`config.mk`:
```
export PLATFORM = sky130hd
export DESIGN_NAME = adpll_speed_ctrl
export DESIGN_NICKNAME = d
export VERILOG_FILES = /design/src/rtl/adpll_ctrl_pkg.sv /design/src/rtl/adpll_dly_cnt.sv /design/src/rtl/adpll_speed_ctrl.sv
export SDC_FILE = /design/constraint.sdc
export NUM_CORES = 1
export LEC_CHECK = 0
export CORE_ASPECT_RATIO = 1.4
export CORE_UTILIZATION = 35
export CTS_CLUSTER_DIAMETER = 120
export DETAILED_ROUTE_END_ITERATION = 16
export PLACE_DENSITY = 0.62
export SLEW_MARGIN = 20
export SYNTH_ARGS = -nofsm -noshare
export SYNTH_HDL_FRONTEND = slang
export SYNTH_SLANG_ARGS = --single-unit
```
`constraint.sdc`:
```
create_clock -name REF_CLK -period 6.7 [get_ports REF_CLK]
set_input_delay 1.005 -clock REF_CLK [delete_from_list [all_inputs] [get_ports REF_CLK]]
set_output_delay 1.005 -clock REF_CLK [all_outputs]
set_load 0.01 [all_outputs]
```
`src/rtl/adpll_ctrl_pkg.sv`:
```
// Shared types, widths and helpers for the ADPLL speed-change sequencer.
package adpll_ctrl_pkg;

  localparam int unsigned SPEED_W = 10;

  localparam logic [SPEED_W-1:0] SPD_MIN = 10'd0;
  localparam logic [SPEED_W-1:0] SPD_MAX = 10'd1000;

  typedef enum logic [2:0] {
    IDLE,
    STEP,
    SETTLE,
    WAIT_LOCK,
    DONE
  } spd_state_e;

  // One ramp step from cur toward tgt, limited to step; the 11-bit difference
  // keeps the move from overshooting or wrapping.
  function automatic logic [SPEED_W-1:0] step_toward(
    input logic [SPEED_W-1:0] tgt,
    input logic [SPEED_W-1:0] cur,
    input logic [SPEED_W:0]   step
  );
    logic [SPEED_W:0] diff;
    logic [SPEED_W:0] nxt;
    if (tgt >= cur) begin
      diff = {1'b0, tgt} - {1'b0, cur};
      nxt  = (diff <= step) ? {1'b0, tgt} : ({1'b0, cur} + step);
    end else begin
      diff = {1'b0, cur} - {1'b0, tgt};
      nxt  = (diff <= step) ? {1'b0, tgt} : ({1'b0, cur} - step);
    end
    return SPEED_W'(nxt);
  endfunction

endpackage

```
`src/rtl/adpll_dly_cnt.sv`:
```
// Loadable down-counter with zero flag; times both the settle and lock-wait intervals.
module adpll_dly_cnt #(
  parameter int unsigned W = 6
) (
  input  logic         REF_CLK,
  input  logic         RESET,
  input  logic         load,
  input  logic         dec,
  input  logic [W-1:0] load_val,
  output logic         zero
);

  logic [W-1:0] cnt;

  always_ff @(posedge REF_CLK) begin
    if (!RESET) begin
      cnt <= '0;
    end else if (load) begin
      cnt <= load_val;
    end else if (dec && (cnt != '0)) begin
      cnt <= cnt - W'(1);
    end
  end

  assign zero = (cnt == '0);

endmodule

```
`src/rtl/adpll_speed_ctrl.sv`:
```
// ADPLL speed-change sequencer: ramps speed toward a requested target, then waits for lock.
// Optional request clamping to [SPD_MIN,SPD_MAX] with req_clamped output: define ADPLL_SPD_CLAMP_EN.
module adpll_speed_ctrl
  import adpll_ctrl_pkg::*;
#(
  parameter int unsigned        STEP_SIZE     = 16,
  parameter int unsigned        SETTLE_CYCLES = 8,
  parameter int unsigned        LOCK_TIMEOUT  = 64,
  parameter logic [SPEED_W-1:0] RESET_SPEED   = 10'd100
) (
  input  logic               REF_CLK,
  input  logic               RESET,
  input  logic               req_valid,
  input  logic [SPEED_W-1:0] req_speed,
  output logic               req_ready,
  input  logic               ADPLL_LOCK,
  output logic [SPEED_W-1:0] speed,
  output logic               busy,
  output logic               done,
  output logic               err_timeout,
  output logic               clk_en
`ifdef ADPLL_SPD_CLAMP_EN
  ,
  output logic               req_clamped
`endif
);

  localparam int unsigned CNT_MAX = (SETTLE_CYCLES > LOCK_TIMEOUT) ? SETTLE_CYCLES : LOCK_TIMEOUT;
  localparam int unsigned CNT_W   = (CNT_MAX > 1) ? $clog2(CNT_MAX) : 1;
  localparam logic [CNT_W-1:0]   SETTLE_LD  = CNT_W'(SETTLE_CYCLES - 1);
  localparam logic [CNT_W-1:0]   TIMEOUT_LD = CNT_W'(LOCK_TIMEOUT - 1);
  localparam logic [SPEED_W:0]   STEP_V     = (SPEED_W + 1)'(STEP_SIZE);

  spd_state_e         state, state_n;
  logic [SPEED_W-1:0] target, target_n, speed_n, req_tgt;
  logic               err_n, clk_en_n, accept;
  logic               cnt_load, cnt_dec, cnt_zero;
  logic [CNT_W-1:0]   cnt_ld_val;

  assign accept = req_valid && req_ready;

`ifdef ADPLL_SPD_CLAMP_EN
  logic req_oob;
  assign req_oob = (req_speed > SPD_MAX) || (req_speed < SPD_MIN);
  assign req_tgt = (req_speed > SPD_MAX) ? SPD_MAX :
                   (req_speed < SPD_MIN) ? SPD_MIN : req_speed;

  always_ff @(posedge REF_CLK) begin
    if (!RESET) req_clamped <= 1'b0;
    else        req_clamped <= accept && req_oob;
  end
`else
  assign req_tgt = req_speed;
`endif

  // Only STEP loads the settle interval; every other load starts the lock wait.
  assign cnt_ld_val = (state == STEP) ? SETTLE_LD : TIMEOUT_LD;

  adpll_dly_cnt #(.W(CNT_W)) u_dly_cnt (
    .REF_CLK  (REF_CLK),
    .RESET    (RESET),
    .load     (cnt_load),
    .dec      (cnt_dec),
    .load_val (cnt_ld_val),
    .zero     (cnt_zero)
  );

  always_comb begin
    state_n  = state;
    target_n = target;
    speed_n  = speed;
    err_n    = err_timeout;
    clk_en_n = clk_en;
    cnt_load = 1'b0;
    cnt_dec  = 1'b0;
    case (state)
      IDLE: begin
        clk_en_n = ADPLL_LOCK;
        if (accept) begin
          target_n = req_tgt;
          err_n    = 1'b0;
          clk_en_n = 1'b0;
          if (req_tgt == speed) begin
            state_n  = WAIT_LOCK;
            cnt_load = 1'b1;
          end else begin
            state_n = STEP;
          end
        end
      end
      STEP: begin
        speed_n  = step_toward(target, speed, STEP_V);
        cnt_load = 1'b1;
        state_n  = SETTLE;
      end
      SETTLE: begin
        if (cnt_zero) begin
          if (speed != target) begin
            state_n = STEP;
          end else begin
            state_n  = WAIT_LOCK;
            cnt_load = 1'b1;
          end
        end else begin
          cnt_dec = 1'b1;
        end
      end
      WAIT_LOCK: begin
        if (ADPLL_LOCK) begin
          state_n  = DONE;
          clk_en_n = 1'b1;
        end else if (cnt_zero) begin
          state_n = IDLE;
          err_n   = 1'b1;
        end else begin
          cnt_dec = 1'b1;
        end
      end
      DONE: begin
        clk_en_n = 1'b1;
        state_n  = IDLE;
      end
      default: state_n = IDLE;
    endcase
  end

  // Status outputs are registered from the next state so they align with it.
  always_ff @(posedge REF_CLK) begin
    if (!RESET) begin
      state       <= IDLE;
      speed       <= RESET_SPEED;
      target      <= RESET_SPEED;
      err_timeout <= 1'b0;
      clk_en      <= 1'b0;
      req_ready   <= 1'b1;
      busy        <= 1'b0;
      done        <= 1'b0;
    end else begin
      state       <= state_n;
      speed       <= speed_n;
      target      <= target_n;
      err_timeout <= err_n;
      clk_en      <= clk_en_n;
      req_ready   <= (state_n == IDLE);
      busy        <= (state_n != IDLE);
      done        <= (state_n == DONE);
    end
  end

endmodule

```
==> reports/qor.json, run 1 <==
{
  "cp-start-kind": {"value": "flop"},
  "post_synth_instance_area": {"value": 2626, "unit": "um^2"},
  "worst_path_largest_cell_delay": {"value": 0.43, "unit": "ns"},
  "synthDominantAreaCellType": {"value": "sky130_fd_sc_hd__dfxtp_1"},
  "synth_async_sr_flop_share": {"value": 0, "unit": "%"},
  "rsz_0062_raised_after_global_routing": {"value": "false"},
  "ios": {"value": 29},
  "seqPwrFrac": {"value": 24.2, "unit": "%"},
  "cts_tree": {"value": "built"},
  "worst_clock_skew": {"value": 0.005968, "unit": "ns"},
  "synth_top_area_share": {"value": 25.92, "unit": "%"},
  "timing.critical_path.fanout_max": {"value": 9},
  "grt_start_max_net_pins": {"value": 33},
  "worst_r2r_startpoint": {"value": "speed[1]"},
  "antenna_viol_nets_final": {"value": 0},
  "synth_warnings": {"value": 0},
  "grt_use_total": {"value": 19.13, "unit": "%"},
  "num_rows": {"value": 37},
  "area_grow_syn2layout": {"value": 16.48, "unit": "%"},
  "max_freq": {"value": 313.6, "unit": "MHz"},
  "share_of_layout_cells_above_drive_strength_1": {"value": 4.986, "unit": "%"},
  "timing.critical_path.required": {"value": 6.85, "unit": "ns"},
  "worst_r2r_endpoint": {"value": "speed[2]"},
  "synth.distinct_cells": {"value": 60},
  "vias_in_the_first_global_route": {"value": 2451},
  "end_kind": {"value": "flop"},
  "synth_seq_area_share": {"value": 25.92, "unit": "%"},
  "switchingPower": {"value": 0.0006689, "unit": "W"},
  "syn_nets": {"value": 376},
  "avgSynthCellArea": {"value": 7.747, "unit": "um^2"},
  "cpMaxStageDelayCell": {"value": "sky130_fd_sc_hd__dfxtp_1"},
  "insertion_delay": {"value": 0.29, "unit": "ns"},
  "worstHoldPathType": {"value": "flop to flop"},
  "crit_path_end": {"value": "speed[2]"},
  "slew_headroom": {"value": 40.18, "unit": "%"},
  "tightest_slew": {"value": 0.8939, "unit": "ns"},
  "outcome": {"value": "complete, no violations"},
  "max-vdd-ir-drop": {"value": 0.0002271, "unit": "V"},
  "final_cell_mix": {"value": "sky130_fd_sc_hd__nand2_1 (42), sky130_fd_sc_hd__dfxtp_1 (34), sky130_fd_sc_hd__inv_1 (27), sky130_fd_sc_hd__clkdlybuf4s50_1 (27), sky130_fd_sc_hd__a21oi_1 (24)"},
  "final_max_slew_viol_count": {"value": 0},
  "synth_cells": {"value": 339},
  "layout_commonest_cell": {"value": "sky130_fd_sc_hd__nand2_1"},
  "die_h": {"value": 104.5, "unit": "um"},
  "power.static_leakage": {"value": 1.192, "unit": "nW"},
  "max-cap-violations": {"value": 0},
  "cts_post_setup_buffers_inserted": {"value": 0},
  "crit_start": {"value": "speed[1]"},
  "timing.critical_path.cells": {"value": "inv_1 -> ha_1 -> nor2b_4 -> o211a_1 -> o41a_1 -> a211o_1 -> mux2i_1 -> o22ai_2 -> nand2_1 -> nand2_1 -> o211ai_1"},
  "timing.reg2reg.worst_path_depth": {"value": 11},
  "synth_edf_count": {"value": 0},
  "setup_viol": {"value": 0},
  "finalNetCount": {"value": 398},
  "finalHoldViolations": {"value": 0},
  "timing.reg2reg.setup_slack": {"value": 3.51, "unit": "ns"},
  "fill_cells": {"value": 773},
  "routabilityCongestion": {"value": 0.8871},
  "cts_bufs_inserted": {"value": 5},
  "postCtsResizedCells": {"value": 0},
  "power.switching_fraction": {"value": 48.77, "unit": "%"},
  "cts.hold.buffers_added": {"value": 0},
  "wirelength": {"value": 6859, "unit": "um"},
  "totalNegativeSetupSlack": {"value": 0, "unit": "ns"},
  "post_drt_wl_per_cell": {"value": 14.98, "unit": "um"},
  "detail_route.drc_violations": {"value": 0},
  "h-tree-depth": {"value": 2},
  "grt_antenna_before_repair": {"value": 0},
  "starting_density_of_the_core": {"value": 35.90, "unit": "%"},
  "synth.top_cells.by_area": {"value": "sky130_fd_sc_hd__dfxtp_1 (26%), sky130_fd_sc_hd__ha_1 (11%), sky130_fd_sc_hd__nand2_1 (6.0%)"},
  "overflow": {"value": 0},
  "ys.flop_type": {"value": "sky130_fd_sc_hd__dfxtp_1"},
  "detail_route.vias_per_cell": {"value": 5.419},
  "die_w": {"value": 75.21, "unit": "um"},
  "crit_path_frequent_cell": {"value": "sky130_fd_sc_hd__nand2_1"},
  "synth.ff_latch_count": {"value": 34},
  "p_int": {"value": 0.0007025, "unit": "W"},
  "num_vias": {"value": 2482},
  "clock_tree.buffer_depth": {"value": 2},
  "dp_hpwl": {"value": 5300, "unit": "um"},
  "clkPwrFrac": {"value": 10.7, "unit": "%"},
  "timing.final.crit_period": {"value": 3.189, "unit": "ns"},
  "clock-root-buffer": {"value": "sky130_fd_sc_hd__clkbuf_8"},
  "coreArea": {"value": 7315, "unit": "um^2"},
  "antenna_cells": {"value": 0},
  "layout_worst_path_cycle_share": {"value": 47.59, "unit": "%"},
  "io_buffers": {"value": 28},
  "critPathKind": {"value": "flop to flop"},
  "p_comb_share": {"value": 65.1, "unit": "%"},
  "clk_pin_slew": {"value": 0.07, "unit": "ns"},
  "detailedRoute.firstPassIterationCount": {"value": 5},
  "power-per-cell-area": {"value": 448.3, "unit": "nW/um^2"},
  "grt_pass1_wl": {"value": 11560, "unit": "um"},
  "dieArea": {"value": 7859, "unit": "um^2"},
  "drt_first_iter_violations": {"value": 165},
  "arrival_time_at_the_worst_endpoint": {"value": 3.34, "unit": "ns"},
  "final_core_util": {"value": 41.82, "unit": "%"},
  "clock-sinks": {"value": 34}
}
## final cells by class
type                    instances  area, um^2  area share (%)
clock buffers                   7       76.32           2.495
inverters                      28       105.1           3.436
multi-input cells             263        1793           58.61
flip-flops and latches         34       680.7           22.25
well taps                      97       121.4           3.967
repair buffers                 29       282.8           9.243
## routing by layer
metal	vias up	part of all wire (%)	GRT usage, %
li1	1239	-	-
met1	1156	41	22.26
met2	63	51	32.95
met3	24	3.4	2.326
met4	0	4.4	10.19
met5	-	0	0
## critical path, delay by kind of cell, from the launching register on
| kind | cells | cell delay, ns |
|---|---|---|
| compound gates | 5 | 1.51 |
| mux | 1 | 0.15 |
| fa+ha+maj | 1 | 0.36 |
| flops | 1 | 0.43 |
| simple gates | 3 | 0.53 |
| buf+inv | 1 | 0.07 |
## stage by stage
stage / cell area, um^2 / std cells / power [W] / worst slack, ns / hold slack [ns]
after floorplan: 2626 / 339 / 0.0009840 / 3.911 / 0.4720
after global placement: 2988 / 451 / 0.001209 / 3.464 / 0.4876
after detailed placement: 2988 / 451 / 0.001218 / 3.401 / 0.4892
after CTS: 3064 / 458 / 0.001366 / 3.484 / 0.5094
after global routing: 3059 / 458 / 0.001486 / 3.222 / 0.5318
final: 3059 / 458 / 0.001371 / 3.511 / 0.5060
## worst min-delay path by stage
stage                     start          end  slack [ns]  cells past startpoint
floorplan             target[0]     speed[0]        0.47                      2
global placement    err_timeout  err_timeout        0.49                      1
detailed placement  err_timeout  err_timeout        0.49                      1
CTS                 err_timeout  err_timeout        0.51                      1
global route        err_timeout  err_timeout        0.53                      1
finish              err_timeout  err_timeout        0.51                      1
## state kept, by name, summed over array words and instances, names as in the netlist
name	flops
busy	1
clk_en	1
done	1
err_timeout	1
req_ready	1
speed	10
state	3
target	10
u_dly_cnt.cnt	6
## cell families (layout without fill, tap and decap cells)
family | after synthesis | count (layout) | share of synthesized area [%]
AOI/OAI and AO/OA | 90 | 90 | 24.35
xor gates and xnor gates | 23 | 23 | 7.670
adders and majority gates | 23 | 23 | 10.96
buffers and inverters | 42 | 64 | 6.050
DFF | 34 | 34 | 25.92
muxes | 5 | 5 | 2.001
and+or+nand+nor | 122 | 122 | 23.06
## synthesized netlist by cell type (5+ instances only)
master and instances:
sky130_fd_sc_hd__nand2_1 42, sky130_fd_sc_hd__xnor2_1 13, sky130_fd_sc_hd__nor2_1 23, sky130_fd_sc_hd__nand3_1 12, sky130_fd_sc_hd__clkbuf_1 13, sky130_fd_sc_hd__ha_1 23, sky130_fd_sc_hd__inv_1 27, sky130_fd_sc_hd__a21oi_1 24
sky130_fd_sc_hd__nor4_1 7, sky130_fd_sc_hd__nand2b_1 5, sky130_fd_sc_hd__a21boi_0 10, sky130_fd_sc_hd__o21ai_0 11, sky130_fd_sc_hd__xor2_1 10, sky130_fd_sc_hd__dfxtp_1 34, sky130_fd_sc_hd__nor3_1 8
## power groups by stage
stage          Sequential [W]  Combinational, W  Clock [W]
2_1_floorplan        0.000319          0.000665          0
3_3_place_gp         0.000334          0.000875          0
4_1_cts              0.000331          0.000886   0.000148
6_report             0.000332          0.000892   0.000147
3_5_place_dp         0.000335          0.000882          0
5_1_grt              0.000340          0.000990   0.000156
No activity file was read; power rests on OpenSTA's default activity.
==> inputs of run 2 (changes only) <==
Clock period 6.7 ns to 3.1 ns, I/O delays scaled along.
==> reports/qor.json, run 2 (synthesized netlist as in run 1, its figures left out) <==
{
  "grt_use_total": {"value": 19.07, "unit": "%"},
  "postCtsResizedCells": {"value": 0},
  "die_h": {"value": 104.5, "unit": "um"},
  "finalNetCount": {"value": 410},
  "power.static_leakage": {"value": 1.258, "unit": "nW"},
  "vias_in_the_first_global_route": {"value": 2427},
  "coreArea": {"value": 7315, "unit": "um^2"},
  "h-tree-depth": {"value": 2},
  "wirelength": {"value": 6989, "unit": "um"},
  "max-vdd-ir-drop": {"value": 0.0005495, "unit": "V"},
  "post_drt_wl_per_cell": {"value": 14.90, "unit": "um"},
  "grt_start_max_net_pins": {"value": 33},
  "starting_density_of_the_core": {"value": 35.90, "unit": "%"},
  "arrival_time_at_the_worst_endpoint": {"value": 3.15, "unit": "ns"},
  "die_w": {"value": 75.21, "unit": "um"},
  "layout_worst_path_cycle_share": {"value": 94.63, "unit": "%"},
  "end_kind": {"value": "flop"},
  "setup_viol": {"value": 0},
  "cts_post_setup_buffers_inserted": {"value": 0},
  "insertion_delay": {"value": 0.28, "unit": "ns"},
  "sum_of_buffers_and_inverters_on_the_critical_path": {"value": 1},
  "timing.critical_path.cells": {"value": "inv_1 -> ha_1 -> nor2b_4 -> o211a_1 -> o41a_1 -> mux2i_1 -> nand4b_1 -> o21ai_2 -> nand2_2 -> a211o_1 -> a41oi_2"},
  "power-per-cell-area": {"value": 983.2, "unit": "nW/um^2"},
  "critPathKind": {"value": "flop to flop"},
  "fill_cells": {"value": 776},
  "num_vias": {"value": 2469},
  "max-cap-violations": {"value": 0},
  "detailedRoute.firstPassIterationCount": {"value": 4},
  "slew_headroom": {"value": 57.74, "unit": "%"},
  "layout_commonest_cell": {"value": "sky130_fd_sc_hd__nand2_1"},
  "detail_route.vias_per_cell": {"value": 5.264},
  "routabilityCongestion": {"value": 0.9455},
  "antenna_cells": {"value": 0},
  "dieArea": {"value": 7859, "unit": "um^2"},
  "cts.hold.buffers_added": {"value": 0},
  "rsz_0062_raised_after_global_routing": {"value": "false"},
  "antenna_viol_nets_final": {"value": 0},
  "outcome": {"value": "complete, no violations"},
  "timing.critical_path.fanout_max": {"value": 7},
  "drt_first_iter_violations": {"value": 83},
  "worst_path_largest_cell_delay": {"value": 0.42, "unit": "ns"},
  "worst_clock_skew": {"value": 0.007938, "unit": "ns"},
  "dp_hpwl": {"value": 5392, "unit": "um"},
  "final_core_util": {"value": 43.67, "unit": "%"},
  "cpMaxStageDelayCell": {"value": "sky130_fd_sc_hd__o41a_1"},
  "io_buffers": {"value": 28},
  "worstHoldPathType": {"value": "flop to flop"},
  "final_cell_mix": {"value": "sky130_fd_sc_hd__nand2_1 (42), sky130_fd_sc_hd__dfxtp_1 (34), sky130_fd_sc_hd__clkdlybuf4s50_1 (28), sky130_fd_sc_hd__inv_1 (27), sky130_fd_sc_hd__a21oi_1 (24)"},
  "timing.final.crit_period": {"value": 2.934, "unit": "ns"},
  "num_rows": {"value": 37},
  "final_max_slew_viol_count": {"value": 0},
  "tightest_slew": {"value": 0.6291, "unit": "ns"},
  "clock-sinks": {"value": 34},
  "cts_bufs_inserted": {"value": 5},
  "area_grow_syn2layout": {"value": 21.63, "unit": "%"},
  "detail_route.drc_violations": {"value": 0},
  "ios": {"value": 29},
  "grt_antenna_before_repair": {"value": 0},
  "finalHoldViolations": {"value": 0},
  "largest_registers": {"value": "speed x10, target x10, u_dly_cnt.cnt x6"},
  "cp-start-kind": {"value": "flop"},
  "clock_tree.buffer_depth": {"value": 2},
  "cts_tree": {"value": "built"},
  "grt_pass1_wl": {"value": 11630, "unit": "um"},
  "overflow": {"value": 0},
  "path_delay_family": {"value": "compound AO/OA/AOI/OAI gates"},
  "clock-root-buffer": {"value": "sky130_fd_sc_hd__clkbuf_8"},
  "share_of_layout_cells_above_drive_strength_1": {"value": 9.409, "unit": "%"},
  "timing.critical_path.required": {"value": 3.32, "unit": "ns"},
  "totalNegativeSetupSlack": {"value": 0, "unit": "ns"},
  "max_freq": {"value": 340.9, "unit": "MHz"},
  "clk_pin_slew": {"value": 0.07, "unit": "ns"}
}
-- run 2: changes by cell type in the layout (fill, tap and decap cells not counted), sizes merged --
cell           delta
clkbuf            -1
clkdlybuf4s50     +1
buf              +11
-- run 2: cell type report --
class | count | area (um^2) | area share [%]
Multi-Input combinational cell | 263 | 1827 | 57.19
Sequential cell | 34 | 680.7 | 21.31
Timing Repair Buffer | 41 | 377.9 | 11.83
Tap cell | 97 | 121.4 | 3.799
Inverter | 28 | 105.1 | 3.290
Clock buffer | 6 | 82.58 | 2.585
-- run 2: path summary, 6_finish.rpt --
path	start	end	slack (ns)	depth (start not counted)
hold / removal	err_timeout	err_timeout	0.50	1
setup / recovery	speed[1]	speed[5]	0.17	11
setup reg to reg	speed[1]	speed[5]	0.17	11
hold reg to reg	err_timeout	err_timeout	0.50	1
-- run 2: layer usage --
| metal | track usage (%) | up-vias | wire, um |
|---|---|---|---|
| li1 | - | 1258 | - |
| met1 | 22.49 | 1157 | 2964 |
| met2 | 34.17 | 46 | 3720 |
| met3 | 2.519 | 8 | 158 |
| met4 | 6.481 | 0 | 146 |
| met5 | 0 | - | 0 |
-- run 2: stage by stage --
step,total power (W),setup WS [ns],instances,area (um^2),hold WS [ns]
3_5_place_dp,0.002732,0.1483,463,3078,0.4866
2_1_floorplan,0.002127,0.3107,339,2626,0.4720
6_report,0.003141,0.1664,469,3194,0.4997
5_1_grt,0.003436,0.004247,469,3194,0.5305
4_1_cts,0.003070,0.1362,469,3161,0.5058
3_3_place_gp,0.002709,0.2048,463,3078,0.4912
-- run 2: report_power, final --
part           internal (W)  switching (W)
combinational      0.000903        0.00125
sequential         0.000561      0.0000996
clock              0.000171       0.000158
total               0.00164        0.00150
